[config.mk]
export PLATFORM = sky130hd
export DESIGN_NAME = truth_table_scanner
export DESIGN_NICKNAME = d
export VERILOG_FILES = /design/src/rtl/truth_table_scanner.sv
export SDC_FILE = /design/constraint.sdc
export NUM_CORES = 1
export LEC_CHECK = 0
export CORE_MARGIN = 3
export CORE_UTILIZATION = 52
export DETAILED_ROUTE_END_ITERATION = 10
export PLACE_DENSITY = 0.88
export SLEW_MARGIN = 20
export SYNTH_ARGS = -nofsm -noshare
export SYNTH_HDL_FRONTEND = slang
export SYNTH_SLANG_ARGS = --single-unit
[constraint.sdc]
create_clock -name i_clk -period 4.47 [get_ports i_clk]
set_input_delay 0.894 -clock i_clk [delete_from_list [all_inputs] [get_ports i_clk]]
set_output_delay 0.894 -clock i_clk [all_outputs]
set_load 0.01 [all_outputs]
[src/rtl/truth_table_scanner.sv]
// truth_table_scanner
// -------------------
// Sweeps a small combinational function through every minterm in ascending
// order, samples its output after a settle delay, and compares the captured
// truth table against an expected table.
//
// Parameters
//   N_IN    number of function inputs (1..4); M = 2**N_IN minterms
//   SETTLE  extra wait cycles after driving inputs before sampling (0..7)
//
// Ports
//   i_clk        clock, all state updates on the rising edge
//   i_reset      synchronous, active-high reset
//   i_start      scan request, sampled only in IDLE
//   i_expected   expected table, bit m = expected output for minterm m
//   i_fn_s       output of the function under test
//   o_fn_in      function inputs = current minterm (MSB = a, LSB = b); 0 in IDLE
//   o_table      captured truth table, bit m = sampled i_fn_s at minterm m
//   o_busy       high from accepted start until FINISH exits
//   o_done       one-cycle completion pulse (the FINISH cycle)
//   o_pass       1 iff the last completed scan had zero mismatches
//   o_err_count  number of mismatching minterms in the last scan (0..M)
//   o_first_err  lowest mismatching minterm, 0 when none
//   o_state      current FSM state, exposed for observation
//
// Handshake: i_start is a level request honoured only while IDLE; a start
// seen in any other state is dropped, never queued. o_done is a single-cycle
// pulse and results hold afterwards until the next accepted start or reset.
module truth_table_scanner #(
  parameter int N_IN   = 2,
  parameter int SETTLE = 1
) (
  input  logic                   i_clk,
  input  logic                   i_reset,
  input  logic                   i_start,
  input  logic [(1<<N_IN)-1:0]   i_expected,
  input  logic                   i_fn_s,
  output logic [N_IN-1:0]        o_fn_in,
  output logic [(1<<N_IN)-1:0]   o_table,
  output logic                   o_busy,
  output logic                   o_done,
  output logic                   o_pass,
  output logic [N_IN:0]          o_err_count,
  output logic [N_IN-1:0]        o_first_err,
  output logic [1:0]             o_state
);

  localparam int M = 1 << N_IN;

  typedef enum logic [1:0] {
    IDLE   = 2'd0,
    DRIVE  = 2'd1,
    SAMPLE = 2'd2,
    FINISH = 2'd3
  } state_t;

  state_t            r_state;
  state_t            w_state_next;
  logic [M-1:0]      r_exp;
  logic [M-1:0]      r_table;
  logic [N_IN-1:0]   r_m;
  logic [2:0]        r_cnt;
  logic [N_IN:0]     r_err;
  logic [N_IN-1:0]   r_first;
  logic              r_pass;

  logic              w_last;
  logic              w_mismatch;
  logic [N_IN:0]     w_err_next;

  assign w_last     = (r_m == N_IN'(M - 1));
  assign w_mismatch = (i_fn_s != r_exp[r_m]);
  assign w_err_next = r_err + (N_IN+1)'(w_mismatch);

  // State register
  always_ff @(posedge i_clk) begin
    if (i_reset) begin
      r_state <= IDLE;
    end else begin
      r_state <= w_state_next;
    end
  end

  // Next-state logic
  always_comb begin
    w_state_next = r_state;
    case (r_state)
      IDLE:    if (i_start) w_state_next = DRIVE;
      DRIVE:   if (r_cnt == 3'd0) w_state_next = SAMPLE;
      SAMPLE:  w_state_next = w_last ? FINISH : DRIVE;
      FINISH:  w_state_next = IDLE;
      default: w_state_next = IDLE;
    endcase
  end

  // Datapath: minterm index, settle counter, captured table and results
  always_ff @(posedge i_clk) begin
    if (i_reset) begin
      r_exp   <= '0;
      r_table <= '0;
      r_m     <= '0;
      r_cnt   <= '0;
      r_err   <= '0;
      r_first <= '0;
      r_pass  <= 1'b0;
    end else begin
      case (r_state)
        IDLE: begin
          if (i_start) begin
            r_exp   <= i_expected;
            r_table <= '0;
            r_err   <= '0;
            r_first <= '0;
            r_pass  <= 1'b0;
            r_m     <= '0;
            r_cnt   <= 3'(SETTLE);
          end
        end
        DRIVE: begin
          if (r_cnt != 3'd0) r_cnt <= r_cnt - 3'd1;
        end
        SAMPLE: begin
          r_table[r_m] <= i_fn_s;
          r_err        <= w_err_next;
          // A zero running count means this is the first mismatch of the scan.
          if (w_mismatch && (r_err == '0)) r_first <= r_m;
          if (w_last) begin
            // Resolve pass on entry to FINISH so it is already valid while
            // o_done is high.
            r_pass <= (w_err_next == '0);
          end else begin
            r_m   <= r_m + N_IN'(1);
            r_cnt <= 3'(SETTLE);
          end
        end
        default: ;
      endcase
    end
  end

  assign o_fn_in     = (r_state == IDLE) ? '0 : r_m;
  assign o_table     = r_table;
  assign o_busy      = (r_state != IDLE);
  assign o_done      = (r_state == FINISH);
  assign o_pass      = r_pass;
  assign o_err_count = r_err;
  assign o_first_err = r_first;
  assign o_state     = r_state;

endmodule

* Word level (Yosys, flattened, before mapping) *
Index checks and enable logic that the tools add are counted.

storage, ports and cells
  register bits = 21
  input port bits = 8
  output and inout bits = 16
  word-level logic and storage cells = 67

cells by class
  add/sub/neg operators = 3
  $lt $le $gt $ge = 2
  eq/ne operators = 11
  muxes and demuxes = 26
  reduce and logical (&&, ||, !) cells = 17

operators with widths
  operator               number
  $mux W2                7
  $mux W3                4
  $ne A2 B2 Y1 const B   6
  $logic_not A3 Y1       3
  $pmux W3 S3            1
  $reduce_and A3 Y1      3
  $pmux W2 S2            2
  $pmux W2 S4            1
  $pmux W4 S2            1
  $eq A2 B2 Y1 const B   3
  $pmux W3 S2            1
  $reduce_and A2 Y1      3
  $reduce_bool A3 Y1     2
  $bwmux W4              1
  $mux W1                4
  $mux W4                1
  $reduce_and A4 Y1      1
  $reduce_bool A2 Y1     2
  $add A3 B1 Y3          1
  $lt A2 B3 Y1 const B   1
  $sub A3 B1 Y3 const B  1
  $add A2 B1 Y2 const B  1
  $bmux W1 S2            1
  $demux W1 S2           1
  other kinds (6)        7

* Depth between registers and ports, before layout *
Gate-level depths: netlist of the first run.

  depth after elaboration = 7
  depth in mapped cells = 8

* Worst setup path after synthesis of the first run *
Ideal clock, no wire load.

  path type = register to register
  from = register r_m[0]
  to = register r_pass (netlist: o_pass)
  setup time = 0.065 ns
  arrival = 1.973 ns
  required time = 4.405 ns
  setup slack = 2.432 ns
  stages on the path, launching flop included = 8
  path buffers = 0
  period minus slack after synthesis = 2.038 ns
  cells stage by stage = dfxtp_1 mux4_2 xor2_2 ha_1 ha_1 nor4_1 mux2i_1 nor2_1

between the ends
  word-level cells in the longest chain between the ends = 7
  elaborated cells on any way between the ends = 10
  those cells by class = 1 x add/sub; 3 x eq/ne; 4 x mux; 2 x reduce/logical

RTL lines
  what                           line  RTL
  start, declared                61    logic [N_IN-1:0] r_m;
  start signal, assigned         132   r_m <= r_m + N_IN'(1);
  $bmux W1 S2                    72    assign w_mismatch = (i_fn_s != r_exp[r_m]);
  $mux W1 (implied by the code)  72
  $ne A1 B1 Y1                   72
  $add A3 B1 Y3                  73    assign w_err_next = r_err + (N_IN+1)'(w_mismatch);
  $logic_not A3 Y1               130   r_pass <= (w_err_next == '0);
  $mux W1                        127   if (w_last) begin
  $pmux W1 S2                    107   case (r_state)
  end signal, assigned           130
  end, declared                  65    logic r_pass;

Several ways; a longest one is shown, not always the timed one. The select of a mux whose other input is x is not followed.
A chain may end at the register's enable or synchronous reset.

* Worst setup path in the final report of the first run *
  from = register r_state[0] (netlist: o_state[0])
  to = output o_fn_in[1]

between the ends
  word-level cells in the longest chain between the ends = 2

RTL lines
  what                    line  RTL
  start, declared         57    state_t r_state;
  start signal, assigned  80    r_state <= w_state_next;
  $logic_not A2 Y1        141   assign o_fn_in = (r_state == IDLE) ? '0 : r_m;
  $mux W2                 141
  end, declared           38    output logic [N_IN-1:0] o_fn_in,

No other way between the ends.

==> results of run 1 <==
==> where the power goes <==
part	leakage, nW	switching (mW)	internal, mW	total [mW]
Clock	0.0177	0.0579	0.0334	0.0914
Sequential	0.171	0.00723	0.194	0.202
Combinational	0.319	0.0335	0.0302	0.0636
==> kinds of logic (layout without fill, tap and decap cells) <==
group | Yosys count | after routing | synth area share [%]
flops | 21 | 21 | 40.1
mux | 4 | 4 | 5.02
compound gates | 25 | 25 | 14.7
xor+xnor | 2 | 2 | 2.39
buf+inv | 11 | 33 | 4.42
simple gates | 50 | 50 | 23.8
fa+ha+maj | 8 | 8 | 9.56
==> layout by cell type (no fill, tap or decap), drive strengths merged, types with 2 or more instances in the layout <==
cell type	synthesis	final
xor2	2	2
clkdlybuf4s50	0	23
a32oi	4	4
nand2b	2	2
nor2b	2	2
nand3	4	4
nor2	16	16
nand3b	2	2
dfxtp	21	21
mux2i	3	3
ha	8	8
clkbuf	2	3
inv	6	6
nand2	15	15
a21oi	15	15
nor3b	2	2
==> metal layers <==
metal	wire [um]	GRT usage, %
met4	57	12.6
met3	82	3.79
met2	1000	30.2
met1	976	22.9
met5	0	0
==> registers in the layout, summed over array words and instances (netlist names) <==
name         count
o_pass           1
o_first_err      2
r_m              2
r_cnt            3
o_err_count      3
o_state          2
o_table          4
r_exp            4
==> stage by stage <==
stage,cells,instance area [um2],utilization (%),hold slack [ps],setup WS [ps]
detailed placement,164,1280,70.6,449,1740
CTS,168,1310,72.1,466,1860
floorplan,121,1050,-,433,2430
global placement,164,1280,70.6,440,1830
global route,168,1310,72.1,490,1730
finish,168,1310,72.1,464,1900
==> layout make-up <==
type | instances | area, um2
clock buffer | 3 | 22.5
clock inverter | 1 | 5.00
fill | 159 | 508
inverter | 6 | 22.5
multi-input combinational | 89 | 581
sequential | 21 | 420
tap | 25 | 31.3
timing repair buffer | 23 | 230
==> worst reg2reg max path, stage by stage (launching register included) <==
cell	delay [ps]
dfxtp_1	480
mux4_2	570
xor2_2	170
ha_1	200
ha_1	290
nor4_1	280
mux2i_1	110
nor2_1	100
==> final timing paths <==
path                                               to  slack (ps)  depth (start not counted)
worst max-delay path                       o_fn_in[1]        1900                          3
worst min-delay path            r_exp[1]$_SDFFE_PP0P_         460                          2
worst max register to register    o_pass$_SDFFE_PP0P_        2210                          7
worst min register to register  r_exp[1]$_SDFFE_PP0P_         460                          2
==> results.md, run 1 <==
- Pwr/cell area: between 200 and 300 mW/mm2
- Die width: between 50 and 60 um
- Max-cap check violation count: 0
- Top cell type's share of synthesized area: between 40% and 50%
- Worst-path clk slew: 120 ps
- Count leader, synth: dfxtp_1
- Site Rows: 15
- Vias in the first global route: around 830
- Main flop type after synthesis: dfxtp_1
- RD Place Congestion: about 0.81
- Slew @ Worst Pin: ~780 ps
- Delay-heaviest family, CP: buffers and inverters
- Post-CTS Setup Inserts: 0
- Initial antenna violation count: 0
- Critical Path Fanout Max: 13
- Rel. slew slack: between 40 and 50%
- TritonCTS buffer count: 3
- WS Path Type: reg -> out
- Cells after Synth: 121
- Area leader, netlist: dfxtp_1
- Die span in y: roughly 51 um
- RSZ-0062 raised after global routing: no
- Syn nets: about 140
- Reg2reg start: r_m[0]$_SDFFE_PP0P_
- Final antenna-violating net count: 0
- Leakage: just over 0.5 nW
- Max incr delay on CP: between 500 and 600 ps
- Setup TNS Final: 0 ps
- 1st-pass router iterations: 4
- Clk sinks: 21
- Buf+Inv Stages, Crit Path: 1
- H-tree lvl count: 1
- Post-CTS sizing: 0
- Hold Violations, Final: 0
- Asr flop ratio synth: 0%
- Post-Route WL: ~2100 um
- Core area: between 0.0015 and 0.002 mm2
- Skew final: roughly 3.8 ps
- N_diodes: 0
- Slowest cell on crit path: clkdlybuf4s50_1
- Outcome: finished clean
- Synth Warn #: 0
- Area growth syn-to-layout: 25.3%
- Most used cell, CP: nor2_1
- Initial core utilization: a little under three fifths
- Wire per inst: between 10 and 15 um
- Startpoint Class: register
- I/O pins: 24
- Commonest cells post-synth: dfxtp_1, nor2_1, a21oi_1, nand2_1, ha_1
- Gr ovfl total: 0
- Final clock period utilization by the worst path: a little under three fifths
- Crit. Startpoint: o_state[0]$_SDFFE_PP0P_
- Netlist Area Pre-Place: 0.00105 mm2
- Clock Path Buffers: 2
- CP arrival: between 1500 and 2000 ps
- Cts hold-fix bufs: 0
- First-pass GRT wire length: around 3700 um
- I/O Buffers: 23
- Register area share after synthesis: 40.1%
- Number of flops mapped to enable cells by yosys: 0
- WP data required: approximately 3600 ps
- Crit path cell chain: nor2_1, nor2_1, clkdlybuf4s50_1
- CTS tree: yes
- Total GRT Usage: between 10% and 20%
- Die footprint: 0.00259 mm2
- Synth unique cells: 35
- Hold Crit Start: r_exp[1]$_SDFFE_PP0P_
- Total power: between 0.3 and 0.4 mW
- Drt via density: about 5.4
- Final #Nets: 160
- FF+latch count, synth: 21
- Worst Hold Class: reg -> reg
- Clk root buf: clkbuf_4
- Slew Viols, Final: 0
- Min cycle time layout: 2570 ps
- Layout cells sized above 1: around 7%
- Final setup fails: 0
- Fmax: 389 MHz
- Pin count of the biggest net entering global routing: 24
- DRC violations left: 0
- DRT iter0 DRCs: 4
- Via count: 909
- Dpl hpwl: around 1600 um
- Peak supply drop: roughly 0.25 mV
- Top area cells in the synthesized netlist: dfxtp_1, ha_1, a21oi_1
- Synth Area per Inst: 8.65 um2
- Clock latency on the worst-skew pair: between 300 and 400 ps
- CP Capture Type: primary output
(Power assumes the default switching activity.)
==> run 2: changes to the inputs <==
CORE_UTILIZATION = 44   (was 52)
PLACE_DENSITY = 0.8   (was 0.88)
clock period = 2.2 ns   (was 4.47 ns; I/O delays follow)
==> results.md, run 2 (same netlist as run 1, synthesis figures left out) <==
- Commonest cells after routing, fill and taps aside: clkdlybuf4s50_1, dfxtp_1, nor2_1 (unchanged)
- R2r setup slk: 50 ps (was 2210 ps)
- Die span in y: 54.8 um (was 50.9 um)
- Final antenna-violating net count: 0 (unchanged)
- Initial antenna violation count: 0 (unchanged)
- I/O pins: 24 (unchanged)
- Site Rows: 17 (was 15)
- CP arrival: 2400 ps (was 1680 ps)
- Pin count of the biggest net entering global routing: 16 (was 24)
- Post-CTS Setup Inserts: 0 (unchanged)
- Max-cap check violation count: 0 (unchanged)
- Drt via density: 5.30 (was 5.41)
- RD Place Congestion: 0.850 (was 0.808)
- Final setup fails: 0 (unchanged)
- Hold endpoint: r_exp[2]$_SDFFE_PP0P_ (was r_exp[1]$_SDFFE_PP0P_)
- Final #Nets: 165 (was 160)
- Post-CTS sizing: 0 (unchanged)
- Die footprint: 0.00300 mm2 (was 0.00259 mm2)
- Worst Setup Slack, final: 51.2 ps (was 1900 ps)
- Outcome: finished clean (unchanged)
- Leakage: 0.534 nW (was 0.507 nW)
- Final clock period utilization by the worst path: a little over nine tenths
- WP data required: 2450 ps (was 3580 ps)
- Clock Path Buffers: 2 (unchanged)
- CTS tree: yes (unchanged)
- Commonest non-fill, non-tap cell in the layout: clkdlybuf4s50_1 (unchanged)
- TritonCTS buffer count: 3 (unchanged)
- Total power: 0.738 mW (was 0.357 mW)
- Hold Crit Start: r_exp[2]$_SDFFE_PP0P_ (was r_exp[1]$_SDFFE_PP0P_)
- Via count: 933 (was 909)
- Cts hold-fix bufs: 0 (unchanged)
- Hold Violations, Final: 0 (unchanged)
- Final instance area: 0.00136 mm2 (was 0.00131 mm2)
- CP Capture Type: register (was primary output)
- Clk root buf: clkbuf_4 (unchanged)
- Clk sinks: 21 (unchanged)
- Min cycle time layout: 2150 ps
- Total GRT Usage: 17.3% (was 18.9%)
- Critical Path Fanout Max: 2 (was 13)
- Pwr/cell area: 542 mW/mm2 (was 272 mW/mm2)
- N_diodes: 0 (unchanged)
- Fillers: 197 (was 159)
- First-pass GRT wire length: 3720 um (was 3660 um)
- Peak supply drop: 0.459 mV (was 0.249 mV)
- Dpl hpwl: 1750 um (was 1580 um)
- Reg2reg start: r_m[0]$_SDFFE_PP0P_ (unchanged)
- Layout cells sized above 1: 12.2% (was 6.99%)
- Rel. slew slack: 65.8% (was 48.1%)
- Post-Route WL: 2410 um (was 2120 um)
- Skew final: 5.06 ps (was 3.77 ps)
- DRT iter0 DRCs: 16 (was 4)
- Dpl ws: 66.5 ps (was 1740 ps)
- Worst R2R End: o_pass$_SDFFE_PP0P_ (unchanged)
- I/O Buffers: 23 (unchanged)
- Core area: 0.00223 mm2 (was 0.00182 mm2)
- Vias in the first global route: 863 (was 832)
- Worst Hold Class: reg -> reg (unchanged)
- Slew Viols, Final: 0 (unchanged)
- H-tree lvl count: 1 (unchanged)
- Startpoint Class: register (unchanged)
- Placed inst area: 0.00133 mm2 (was 0.00128 mm2)
- WS Path Type: reg -> reg (was reg -> out)
- Area growth syn-to-layout: 30.1% (was 25.3%)
- Worst-path clk slew: 120 ps (about the same)
- Clock latency on the worst-skew pair: 300 ps (was 310 ps)
- Gr ovfl total: 0 (unchanged)
- Die width: 54.8 um (was 50.9 um)
- Worst hold path depth: 2 (unchanged)
- Initial core utilization: 46.9% (was 57.5%)
- WHS: 462 ps (was 464 ps)
- Slew @ Worst Pin: 512 ps (was 777 ps)
- Wire per inst: 13.7 um (was 12.6 um)
- DRC violations left: 0 (unchanged)
- Fmax: 465 MHz
- 1st-pass router iterations: 4 (unchanged)
- R2R cell count: 7 (unchanged)
run 2: metrics by stage:
step / util [%] / std cells / TNS (ps)
floorplan: - / 121 / 0
global placement: 59.4 / 172 / 0
detailed placement: 59.4 / 172 / 0
CTS: 60.6 / 176 / 0
global route: 61.0 / 176 / -60.4
finish: 61.0 / 176 / 0
run 2: layout make-up:
| type | count | area (um2) | share of cell area (%) |
|---|---|---|---|
| tap | 28 | 35.0 | 2.57 |
| timing repair buffer | 28 | 268 | 19.7 |
| multi-input combinational | 89 | 587 | 43.1 |
| clock inverter | 1 | 5.00 | 0.367 |
| sequential | 21 | 423 | 31.0 |
| inverter | 6 | 22.5 | 1.65 |
| clock buffer | 3 | 22.5 | 1.65 |
run 2: worst max-delay path: stages, from the launching register on:
cell,delay [ps]
dfxtp_1,370
mux4_2,530
xor2_2,170
ha_1,190
ha_1,310
nor4_2,310
mux2i_1,100
nor2_1,100
run 2: worst max-delay path by stage:
stage	startpoint	endpoint	slack (ps)
2_1_floorplan	r_m[0]$_SDFFE_PP0P_	o_pass$_SDFFE_PP0P_	160
3_3_place_gp	i_fn_s	o_pass$_SDFFE_PP0P_	110
3_5_place_dp	i_fn_s	o_pass$_SDFFE_PP0P_	70
4_1_cts	o_state[1]$_SDFFE_PP0P_	o_fn_in[0]	50
5_1_grt	r_m[0]$_SDFFE_PP0P_	o_pass$_SDFFE_PP0P_	-60
6_report	r_m[0]$_SDFFE_PP0P_	o_pass$_SDFFE_PP0P_	50
run 2: layer usage:
metal	GRT usage (%)	vias to the layer above	routed length [um]
li1	-	469	-
met1	21.1	440	1070
met2	29.1	20	1230
met3	3.54	4	78
met4	7.47	0	36
met5	0	-	0
run 2: report_power, final:
| group | internal (mW) | total [mW] | switching (mW) |
|---|---|---|---|
| clock network | 0.0678 | 0.185 | 0.117 |
| registers | 0.396 | 0.410 | 0.0147 |
| logic | 0.0681 | 0.142 | 0.0743 |
| total | 0.532 | 0.738 | 0.206 |
==> run 3: changes to the inputs <==
RECOVER_POWER = 100   (was default)
==> results.md, run 3 (same netlist as run 1, synthesis figures left out) <==
- Outcome: finished clean (unchanged)
- Clock Path Buffers: 2 (unchanged)
- Seq pwr share: 56.0% (was 55.6%)
- Pwr/cell area: 543 mW/mm2 (was 542 mW/mm2)
- Pin count of the biggest net entering global routing: 16 (unchanged)
- Max incr delay on CP: 530 ps (about the same)
- Gr ovfl total: 0 (unchanged)
- Utilization after layout: 60.4% (was 61.0%)
- Critical Path Fanout Max: 2 (unchanged)
- Total GRT Usage: 17.3% (unchanged)
- Clk sinks: 21 (unchanged)
- Area of the multi-input gates: 577 um2 (was 587 um2)
- Most used cell, CP: ha_1 (unchanged)
- Slowest cell on crit path: mux4_2 (unchanged)
- Worst Hold Class: reg -> reg (unchanged)
- CTS tree: yes (unchanged)
- WS Path Type: reg -> reg (unchanged)
- Commonest non-fill, non-tap cell in the layout: dfxtp_1 (was clkdlybuf4s50_1)
- Dpl hpwl: 1750 um (unchanged)
- Crit path cell chain: mux4_2, xor2_2, ha_1, ha_1, nor4_2, mux2i_1, nor2_1 (unchanged)
- P_int: 0.527 mW (was 0.532 mW)
- Post-Route WL: 2400 um (was 2410 um)
- Hold Violations, Final: 0 (unchanged)
- Final #Nets: 165 (unchanged)
- Min cycle time layout: 2140 ps (was 2150 ps)
- Setup TNS Final: 0 ps (unchanged)
- CP Capture Type: register (unchanged)
- First-pass GRT wire length: 3720 um (unchanged)
- Final antenna-violating net count: 0 (unchanged)
- Total power: 0.732 mW (was 0.738 mW)
- Layout cells sized above 1: 10.1% (was 12.2%)
- Peak supply drop: 0.457 mV (was 0.459 mV)
- TritonCTS buffer count: 3 (unchanged)
- Core area: 0.00223 mm2 (unchanged)
- WP data required: 2450 ps (about the same)
- Die footprint: 0.00300 mm2 (unchanged)
- Final clock period utilization by the worst path: 97.2% (was 97.7%)
- Drt via density: 5.34 (was 5.30)
- Rel. slew slack: 58.4% (was 65.8%)
- Clk root buf: clkbuf_4 (unchanged)
- CP arrival: 2390 ps (was 2400 ps)
- Startpoint Class: register (unchanged)
- Fillers: 201 (was 197)
- Placed cell count: 172 (unchanged)
- Clock latency on the worst-skew pair: 300 ps (about the same)
- Initial antenna violation count: 0 (unchanged)
- I/O pins: 24 (unchanged)
- Fmax: 468 MHz (was 465 MHz)
- Sw frac: 28.0% (about the same)
- Die width: 54.8 um (unchanged)
- Slew @ Worst Pin: 623 ps (was 512 ps)
- Area occupied by registers: 423 um2 (unchanged)
- DRC violations left: 0 (unchanged)
- DRT iter0 DRCs: 17 (was 16)
- Final setup fails: 0 (unchanged)
- 1st-pass router iterations: 4 (unchanged)
- Area growth syn-to-layout: 28.8% (was 30.1%)
- Post-CTS Setup Inserts: 0 (unchanged)
- Vias in the first global route: 863 (unchanged)
- Via count: 939 (was 933)
- RD Place Congestion: 0.850 (unchanged)
- Skew final: 4.31 ps (was 5.06 ps)
- N_diodes: 0 (unchanged)
- Wire per inst: 13.6 um (was 13.7 um)
- Max-cap check violation count: 0 (unchanged)
- Slew Viols, Final: 0 (unchanged)
- Site Rows: 17 (unchanged)
- H-tree lvl count: 1 (unchanged)
- Final std cells w/o fill: 176 (unchanged)
- Psw: 0.205 mW (was 0.206 mW)
- Clock Power Share: 25.3% (was 25.1%)
- I/O Buffers: 23 (unchanged)
- Die span in y: 54.8 um (unchanged)
- Commonest cells after routing, fill and taps aside: dfxtp_1, nor2_1, a21oi_1, nand2_1, dlygate4sd3_1 (was clkdlybuf4s50_1, dfxtp_1, nor2_1)
- Leakage: 0.572 nW (was 0.534 nW)
- Initial core utilization: 46.9% (unchanged)
- Final instance area: 0.00135 mm2 (was 0.00136 mm2)
- Worst-path clk slew: 120 ps (about the same)
- Logic pwr share: 18.8% (was 19.3%)
- Placed inst area: 0.00133 mm2 (unchanged)
## run 3: cell type report
type                            instances  share of cell area (%)
Sequential cell                        21                    31.4
Timing Repair Buffer                   28                    19.6
Clock inverter                          1                   0.371
Tap cell                               28                    2.60
Multi-Input combinational cell         89                    42.8
Clock buffer                            3                    1.67
Inverter                                6                    1.67
## run 3: worst paths after layout
check        cells past startpoint                    end             startpoint  slack (ps)
max                              7    o_pass$_SDFFE_PP0P_    r_m[0]$_SDFFE_PP0P_          60
min                              2  r_exp[2]$_SDFFE_PP0P_  r_exp[2]$_SDFFE_PP0P_         460
max reg2reg                      7    o_pass$_SDFFE_PP0P_    r_m[0]$_SDFFE_PP0P_          60
min reg2reg                      2  r_exp[2]$_SDFFE_PP0P_  r_exp[2]$_SDFFE_PP0P_         460
## run 3: worst max-delay path: cells and delay by family, from the launching register on
family / cells / cell delay [ps]
xor gates and xnor gates: 1 / 170
muxes: 2 / 630
DFF: 1 / 370
and+or+nand+nor: 2 / 410
adders and majority gates: 2 / 490
## run 3: per-stage QoR
| stage | hold WS (ps) | setup WS [ps] |
|---|---|---|
| after floorplan | 433 | 162 |
| after detailed placement | 449 | 66.5 |
| final | 461 | 61.8 |
| after global routing | 488 | -56.8 |
| after CTS | 466 | 50.8 |
| after global placement | 445 | 112 |
## run 3: power groups by stage
stage                     Combinational (mW)  Sequential, mW  Clock (mW)
after detailed placement               0.140           0.418           0
after global routing                   0.152           0.413       0.203
after CTS                              0.141           0.409       0.196
after floorplan                       0.0903           0.413           0
final                                  0.137           0.410       0.185
after global placement                 0.134           0.417           0
## run 3: metal layers
| layer | part of all wire [%] | track usage [%] |
|---|---|---|
| met1 | 44 | 21.1 |
| met2 | 50 | 29.1 |
| met3 | 4.2 | 3.54 |
| met5 | 0 | 0 |
| met4 | 1.5 | 7.47 |
## run 3: timing repair
item	CTS	global route
hold buffers	0	0
endpoints found under the setup margin	0	3
resized for setup	0	3
